## src/rtl/mem_stage_if.sv

```systemverilog
// rtl/mem_stage_if.sv - execute/SRAM/write-back/bypass buses of the memory stage
interface mem_stage_if #(
  parameter int EX_TO_MEM_WD = 147,
  parameter int MEM_TO_WB_WD = 136
);
  logic [EX_TO_MEM_WD-1:0] ex_to_mem_bus;
  logic [31:0]             data_sram_rdata;
  logic [MEM_TO_WB_WD-1:0] mem_to_wb_bus;
  logic [37:0]             mem_to_id_bus;

  modport master (
    output ex_to_mem_bus,
    output data_sram_rdata,
    input  mem_to_wb_bus,
    input  mem_to_id_bus
  );

  modport slave (
    input  ex_to_mem_bus,
    input  data_sram_rdata,
    output mem_to_wb_bus,
    output mem_to_id_bus
  );
endinterface

```

## src/rtl/mem_stage.sv

```systemverilog
// rtl/mem_stage.sv - memory pipeline stage: load align/extend, write-back select, load-data hold
module mem_stage #(
  parameter int EX_TO_MEM_WD = 147,
  parameter int MEM_TO_WB_WD = 136,
  parameter int StallBus     = 6
) (
  input  logic                clk,
  input  logic                rst,
  input  logic                flush,
  input  logic [StallBus-1:0] stall,
  mem_stage_if.slave          mif
);
  logic [EX_TO_MEM_WD-1:0] bus_r;
  logic                    held;
  logic [31:0]             hold_data;

  logic [65:0] hilo_bus;
  logic [4:0]  mem_op;
  logic [31:0] mem_pc;
  logic        data_ram_en;
  logic [3:0]  data_ram_wen;
  logic        sel_rf_res;
  logic        rf_we;
  logic [4:0]  rf_waddr;
  logic [31:0] ex_result;
  logic [1:0]  off;
  logic [31:0] rd;
  logic [31:0] ld;
  logic [7:0]  byte_sel;
  logic [15:0] half_sel;
  logic [31:0] rf_wdata;
  logic        capture;
  logic        unused_stall;

  assign {hilo_bus, mem_op, mem_pc, data_ram_en, data_ram_wen,
          sel_rf_res, rf_we, rf_waddr, ex_result} = bus_r;

  assign off          = ex_result[1:0];
  assign unused_stall = ^{stall[StallBus-1:5], stall[2:0]};

  // SRAM data is only valid in the first cycle; later stalled cycles read the snapshot
  assign rd      = held ? hold_data : mif.data_sram_rdata;
  assign capture = data_ram_en && (data_ram_wen == 4'b0000) && !held;

  always_ff @(posedge clk or posedge rst) begin
    if (rst) begin
      bus_r     <= '0;
      held      <= 1'b0;
      hold_data <= 32'h0;
    end else if (flush) begin
      bus_r <= '0;
      held  <= 1'b0;
    end else if (stall[3] && !stall[4]) begin
      bus_r <= '0;
      held  <= 1'b0;
    end else if (!stall[3]) begin
      bus_r <= mif.ex_to_mem_bus;
      held  <= 1'b0;
    end else if (capture) begin
      held      <= 1'b1;
      hold_data <= mif.data_sram_rdata;
    end
  end

  always_comb begin
    byte_sel = 8'h00;
    half_sel = 16'h0000;
    ld       = 32'h0;
    case (off)
      2'b00:   byte_sel = rd[7:0];
      2'b01:   byte_sel = rd[15:8];
      2'b10:   byte_sel = rd[23:16];
      default: byte_sel = rd[31:24];
    endcase
    half_sel = off[1] ? rd[31:16] : rd[15:0];
    // misaligned half/word accesses yield 0; the exception is raised elsewhere
    case (mem_op)
      5'b10000: ld = {{24{byte_sel[7]}}, byte_sel};
      5'b01000: ld = {24'h0, byte_sel};
      5'b00100: ld = off[0] ? 32'h0 : {{16{half_sel[15]}}, half_sel};
      5'b00010: ld = off[0] ? 32'h0 : {16'h0, half_sel};
      5'b00001: ld = (off == 2'b00) ? rd : 32'h0;
      default:  ld = 32'h0;
    endcase
  end

  assign rf_wdata = sel_rf_res ? ld : ex_result;

  assign mif.mem_to_wb_bus = {hilo_bus, mem_pc, rf_we, rf_waddr, rf_wdata};
  assign mif.mem_to_id_bus = {rf_we, rf_waddr, rf_wdata};
endmodule

```

## src/flat_wrapper.sv

```systemverilog
// flat-port wrapper written by rule: the top's interface ports become plain ports
module mem_stage_flat 
#(
  parameter int EX_TO_MEM_WD = 147,
  parameter int MEM_TO_WB_WD = 136,
  parameter int StallBus     = 6
)
  (clk, rst, flush, stall, mif_ex_to_mem_bus, mif_data_sram_rdata, mif_mem_to_wb_bus, mif_mem_to_id_bus);
  mem_stage_if #(.EX_TO_MEM_WD(EX_TO_MEM_WD), .MEM_TO_WB_WD(MEM_TO_WB_WD)) mif_i ();
  input  logic clk;
  input  logic rst;
  input  logic flush;
  input  logic [StallBus-1:0] stall;
  input wire logic [$bits(mif_i.ex_to_mem_bus)-1:0] mif_ex_to_mem_bus;
  input wire logic [$bits(mif_i.data_sram_rdata)-1:0] mif_data_sram_rdata;
  output wire logic [$bits(mif_i.mem_to_wb_bus)-1:0] mif_mem_to_wb_bus;
  output wire logic [$bits(mif_i.mem_to_id_bus)-1:0] mif_mem_to_id_bus;
  assign mif_i.ex_to_mem_bus = mif_ex_to_mem_bus;
  assign mif_i.data_sram_rdata = mif_data_sram_rdata;
  assign mif_mem_to_wb_bus = mif_i.mem_to_wb_bus;
  assign mif_mem_to_id_bus = mif_i.mem_to_id_bus;
  mem_stage #(.EX_TO_MEM_WD(EX_TO_MEM_WD), .MEM_TO_WB_WD(MEM_TO_WB_WD), .StallBus(StallBus)) u_core (.clk(clk), .rst(rst), .flush(flush), .stall(stall), .mif(mif_i));
endmodule
```

## config.mk

```make
export PLATFORM = sky130hd
export DESIGN_NAME = mem_stage_flat
export DESIGN_NICKNAME = d
export VERILOG_FILES = /design/src/rtl/mem_stage_if.sv /design/src/rtl/mem_stage.sv /design/src/flat_wrapper.sv
export SDC_FILE = /design/constraint.sdc
export NUM_CORES = 1
export LEC_CHECK = 0
export ABC_AREA = 0
export BUFFER_PORTS_ARGS = -buffer_cell sky130_fd_sc_hd__buf_2
export CAP_MARGIN = 20
export CORE_MARGIN = 2
export CORE_UTILIZATION = 40
export DETAILED_ROUTE_END_ITERATION = 8
export GPL_TIMING_DRIVEN = 0
export PLACE_DENSITY = 0.68
export SYNTH_ARGS = -nofsm -noshare
export SYNTH_HDL_FRONTEND = slang
export SYNTH_SLANG_ARGS = --single-unit
```

## constraint.sdc

```tcl
create_clock -name clk -period 15.88 [get_ports clk]
set_input_delay 3.97 -clock clk [delete_from_list [all_inputs] [get_ports clk]]
set_output_delay 3.97 -clock clk [all_outputs]
set_load 0.005 [all_outputs]
```

### Yosys cells after proc, flatten, opt, wreduce, memory -nomap -nowiden

Cells that the tools add are included.

* flip-flop bits (word level): 180
* input bits: 188
* output and inout port bits: 174
* word-level logic and storage cells: 37

* eq/ne operators: 9
* muxes and demuxes: 15
* bitwise gates (word level): 2
* reductions and logical operators: 8

Operators by type and width (count)
* 147-bit two-way mux: 3
* 32-bit case mux with 5 select lines: 1
* 32-bit two-way mux: 4
* 16-bit two-way mux: 2
* 8-bit case mux with 3 select lines: 1
* 5-bit by 1-bit equality test with 1-bit output, second input constant: 1
* 5-bit by 2-bit equality test with 1-bit output, second input constant: 1
* 5-bit by 3-bit equality test with 1-bit output, second input constant: 1
* 5-bit by 4-bit equality test with 1-bit output, second input constant: 1
* 5-bit equality test, second input constant: 1
* 4-bit zero test: 1
* 1-bit two-way mux: 4
* 4-bit by 2-bit inequality test with 1-bit output, second input constant: 1
* 4-bit AND reduction: 1
* 1-bit logical AND: 3
* 3-bit by 2-bit inequality test with 1-bit output, second input constant: 1
* 2-bit by 1-bit equality test with 1-bit output, second input constant: 1
* 2-bit equality test, second input constant: 1
* 1-bit zero test: 2
* 2-bit zero test: 1
* 1-bit NOT: 2

### Longest topological paths before layout

* word-level depth: 7
* depth in mapped cells: 9
* gate-level depth less buffers: 5

### Worst setup path before layout

No wires, ideal clock.

* path type: input to output
* start: in mif_data_sram_rdata[31]
* end: out mif_mem_to_wb_bus[23]
* arrival time: 5.318 ns
* data required time: 11.910 ns
* path slack: 6.592 ns
* stages: 6
* buffers on the path: 1
* cells stage by stage: mux4_2 -> and3_1 -> nor4b_2 -> o21bai_4 -> o311ai_0 -> buf_4

* longest elaborated chain between the ends: 5
* elaborated cells between the ends (all ways): 6
* those cells by class: 6 x mux

Ends and longest elaborated chain
* start: declaration: RTL line flat_wrapper.sv:15 `input wire logic [$bits(mif_i.data_sram_rdata)-1:0] mif_data_sram_rdata;`
* 32-bit two-way mux *: RTL line mem_stage.sv:42 `assign rd = held ? hold_data : mif.data_sram_rdata;`
* 16-bit two-way mux: RTL line mem_stage.sv:75 `half_sel = off[1] ? rd[31:16] : rd[15:0];`
* 32-bit two-way mux: RTL line mem_stage.sv:80 `5'b00100: ld = off[0] ? 32'h0 : {{16{half_sel[15]}}, half_sel};`
* 32-bit case mux with 5 select lines *: RTL line mem_stage.sv:77 `case (mem_op)`
* 32-bit two-way mux *: RTL line mem_stage.sv:87 `assign rf_wdata = sel_rf_res ? ld : ex_result;`
* end: declaration: RTL line flat_wrapper.sv:16 `output wire logic [$bits(mif_i.mem_to_wb_bus)-1:0] mif_mem_to_wb_bus;`

Every way passes the cells marked *; elsewhere a longest branch is shown, timed or not.

### Worst setup path in the final report

Ends and elaborated chain as after synthesis.

==> results.json <==
{
  "firstDrtPassIters": 5,
  "cts_max_path_buffers": 2,
  "start_util": 0.4061,
  "fin_cells": 1427,
  "ctsResizeCount": 0,
  "critPathArrivalTime_ps": 5790,
  "ys_seq_area_frac": 0.5114,
  "first_global_vias": 7154,
  "p_leak_nw": 6.326,
  "gr-usage-all-layers": 0.2231,
  "num-fill-cells": 1944,
  "die_height_um": 152.4,
  "hold_buffers": 0,
  "num_vias": 7179,
  "syn_area_um2": 8808,
  "critPathKind": "primary input to primary output",
  "dr.first_iter.drc_count": 426,
  "status": "complete, no violations",
  "syn_avg_cell_area_um2": 11.67,
  "rsz0062_at_grt": "no",
  "cts_num_sinks": 180,
  "endpoint_kind": "primary output",
  "tightestPinTransition_ps": 700.6,
  "dp_cells": 1393,
  "core_area_um2": 21690,
  "die_w_um": 152.4,
  "maxCapViolations": 0,
  "cp_data_required_time_ps": 11910,
  "min_period_over_period": 0.6145,
  "ys_async_sr_fraction": 1.000,
  "layout-drive-gt1-share": 0.5301,
  "power_density_nw_per_um2": 95.36,
  "synth-edff-count": 0,
  "tns_ps": 0,
  "syn_inst": 755,
  "syn2layout_area_growth_pct": 31.38,
  "antenna_found_initial": 3,
  "io_buffers": 357,
  "final_nets": 1320,
  "hold_viol": 0,
  "worstSkewPairLatency_ps": 430,
  "drc": 0,
  "finalWeightedCongestion": 0.8972,
  "min_period_ps": 9758,
  "slew_headroom": 0.5329,
  "cts_tree": "yes",
  "synthFlopType": "dfrtp_1",
  "detail_route.vias_per_cell": 5.031,
  "grt_pass1_wl_um": 40450,
  "cts_setup_buffers": 0,
  "overflow": 0,
  "drv_slew": 0,
  "wl_per_cell_um": 18.31,
  "synth-seq-cells": 180,
  "design.die.area_um2": 23220,
  "cts_root_buf": "clkbuf_16",
  "hold_path.class": "register to register",
  "numCtsBuffers": 17,
  "synth_cell_types": 46,
  "h-tree-depth": 4,
  "ant_nets": 0,
  "hpwl_um": 20440,
  "setup_viol": 0,
  "grt_max_degree": 96,
  "ir_worst_vdd_mv": 0.06438,
  "fmax_mhz": 102.5,
  "yosys_warnings": 0,
  "num_rows": 54,
  "totalWireLength_um": 26130,
  "clkSlewWorstSetupHoldPaths_ps": 70,
  "syn_nets": 943,
  "start_kind": "primary input",
  "path_max_fanout": 7,
  "skew_ps": 11.30,
  "boundaryPins": 362
}
sequential cells by signal, summed over array words and instances, names as in the netlist:
signal and flops:
u_core.hold_data 32, u_core.held 1, u_core.bus_r 147
per-stage QoR:
step                  util  cell area (um2)  setup WS, ps  hold slack, ps  total power [mW]
floorplan                -             8808          6592           452.2            0.6164
global placement    0.5047            10950          4923           463.9            0.6881
detailed placement  0.5063            10980          6130           484.5            0.6931
CTS                 0.5333            11570          6132           501.0             1.113
global route        0.5335            11570          5976           513.9             1.150
finish              0.5336            11570          6122           494.3             1.104
cell usage after synthesis, types with 3 or more instances:
master	n	area, um2
a21oi_1	15	75.07
a221oi_1	11	96.34
a22o_1	147	1287
buf_1	3	11.26
buf_2	7	35.03
buf_4	144	1081
clkbuf_1	40	150.1
dfrtp_1	180	4504
inv_1	7	26.28
mux2_2	54	608.1
mux2i_1	9	90.09
nand2_1	28	105.1
nand2b_1	3	18.77
nand3_1	22	110.1
nor2_1	18	67.56
nor3_1	8	40.04
o21ai_0	4	20.02
o22ai_1	11	68.82
o2bb2ai_1	9	78.83
cell families after synthesis:
family                    after synthesis  synth area share
and+or+nand+nor                        93           0.05213
xor gates and xnor gates                2          0.001989
AOI/OAI and AO/OA                     212            0.1996
muxes                                  66           0.08565
DFF                                   180            0.5114
buffers and inverters                 202            0.1493
worst max-delay path: stages:
cell and delay (ps):
buf_2 120, mux4_2 470, and3_1 220, nor4b_2 180
o21bai_4 240, o311ai_0 270, buf_4 210, buf_2 110
power breakdown:
| part | internal, mW | leakage, nW | switching (mW) |
|---|---|---|---|
| Clock | 0.212 | 0.288 | 0.208 |
| Sequential | 0.492 | 2.40 | 0.0195 |
| Combinational | 0.0924 | 3.64 | 0.0796 |
routing by layer:
metal / vias up / track usage / wire, um
li1: 3385 / - / -
met5: - / 0 / 0
met1: 3470 / 0.2837 / 10880
met2: 282 / 0.3672 / 12740
met3: 42 / 0.06371 / 1853
met4: 0 / 0.07521 / 660
path summary, 6_finish.rpt:
kind | startpoint | cells past startpoint | endpoint | slack [ps]
hold / removal | u_core.hold_data[16] | 1 | u_core.hold_data[16] | 490
hold reg to reg | u_core.hold_data[16] | 1 | u_core.hold_data[16] | 490
max in group asynchronous | rst | 3 | u_core.hold_data[19] | 11410
setup / recovery | mif_data_sram_rdata[31] | 8 | mif_mem_to_wb_bus[23] | 6120
setup reg to reg | u_core.bus_r[40] | 5 | u_core.hold_data[19] | 13660
min in group asynchronous | rst | 2 | u_core.bus_r[115] | 3590
area by class of cell:
type                            count  area, um2  share of cell area
Sequential cell                   180       4504              0.3892
Multi-Input combinational cell    373       2989              0.2583
Timing Repair Buffer              358       1814              0.1568
Buffer                            195       1289              0.1114
Clock buffer                       18      429.2             0.03709
Tap cell                          280      350.3             0.03027
Clock inverter                     14      157.7             0.01362
Inverter                            7      33.78            0.002919
Antenna cell                        2      5.005           0.0004325
layout by cell type (no fill, tap or decap), drive strengths merged:
| cell | count |
|---|---|
| nand4 | 1 |
| a311oi | 1 |
| clkinv | 6 |
| nand2b | 3 |
| nor4 | 2 |
| mux2i | 9 |
| o32ai | 1 |
| o21ai | 4 |
| or2 | 2 |
| o21bai | 1 |
| nor2b | 2 |
| a221o | 1 |
| mux2 | 55 |
| and3 | 1 |
| clkbuf | 58 |
| nand2 | 29 |
| o311ai | 2 |
| o2bb2ai | 9 |
| nand3b | 1 |
| a31oi | 2 |
| dfrtp | 180 |
| nor2 | 19 |
| a22oi | 2 |
| nor3 | 8 |
| nor3b | 1 |
| inv | 15 |
| a221oi | 11 |
| buf | 513 |
| o22ai | 11 |
| o211ai | 2 |
| mux4 | 2 |
| o41ai | 1 |
| nand3 | 22 |
| xor2 | 2 |
| a211oi | 1 |
| nor4b | 2 |
| a21oi | 16 |
| diode | 2 |
| a22o | 147 |
Note: power is estimated with default switching activity, not from simulation.
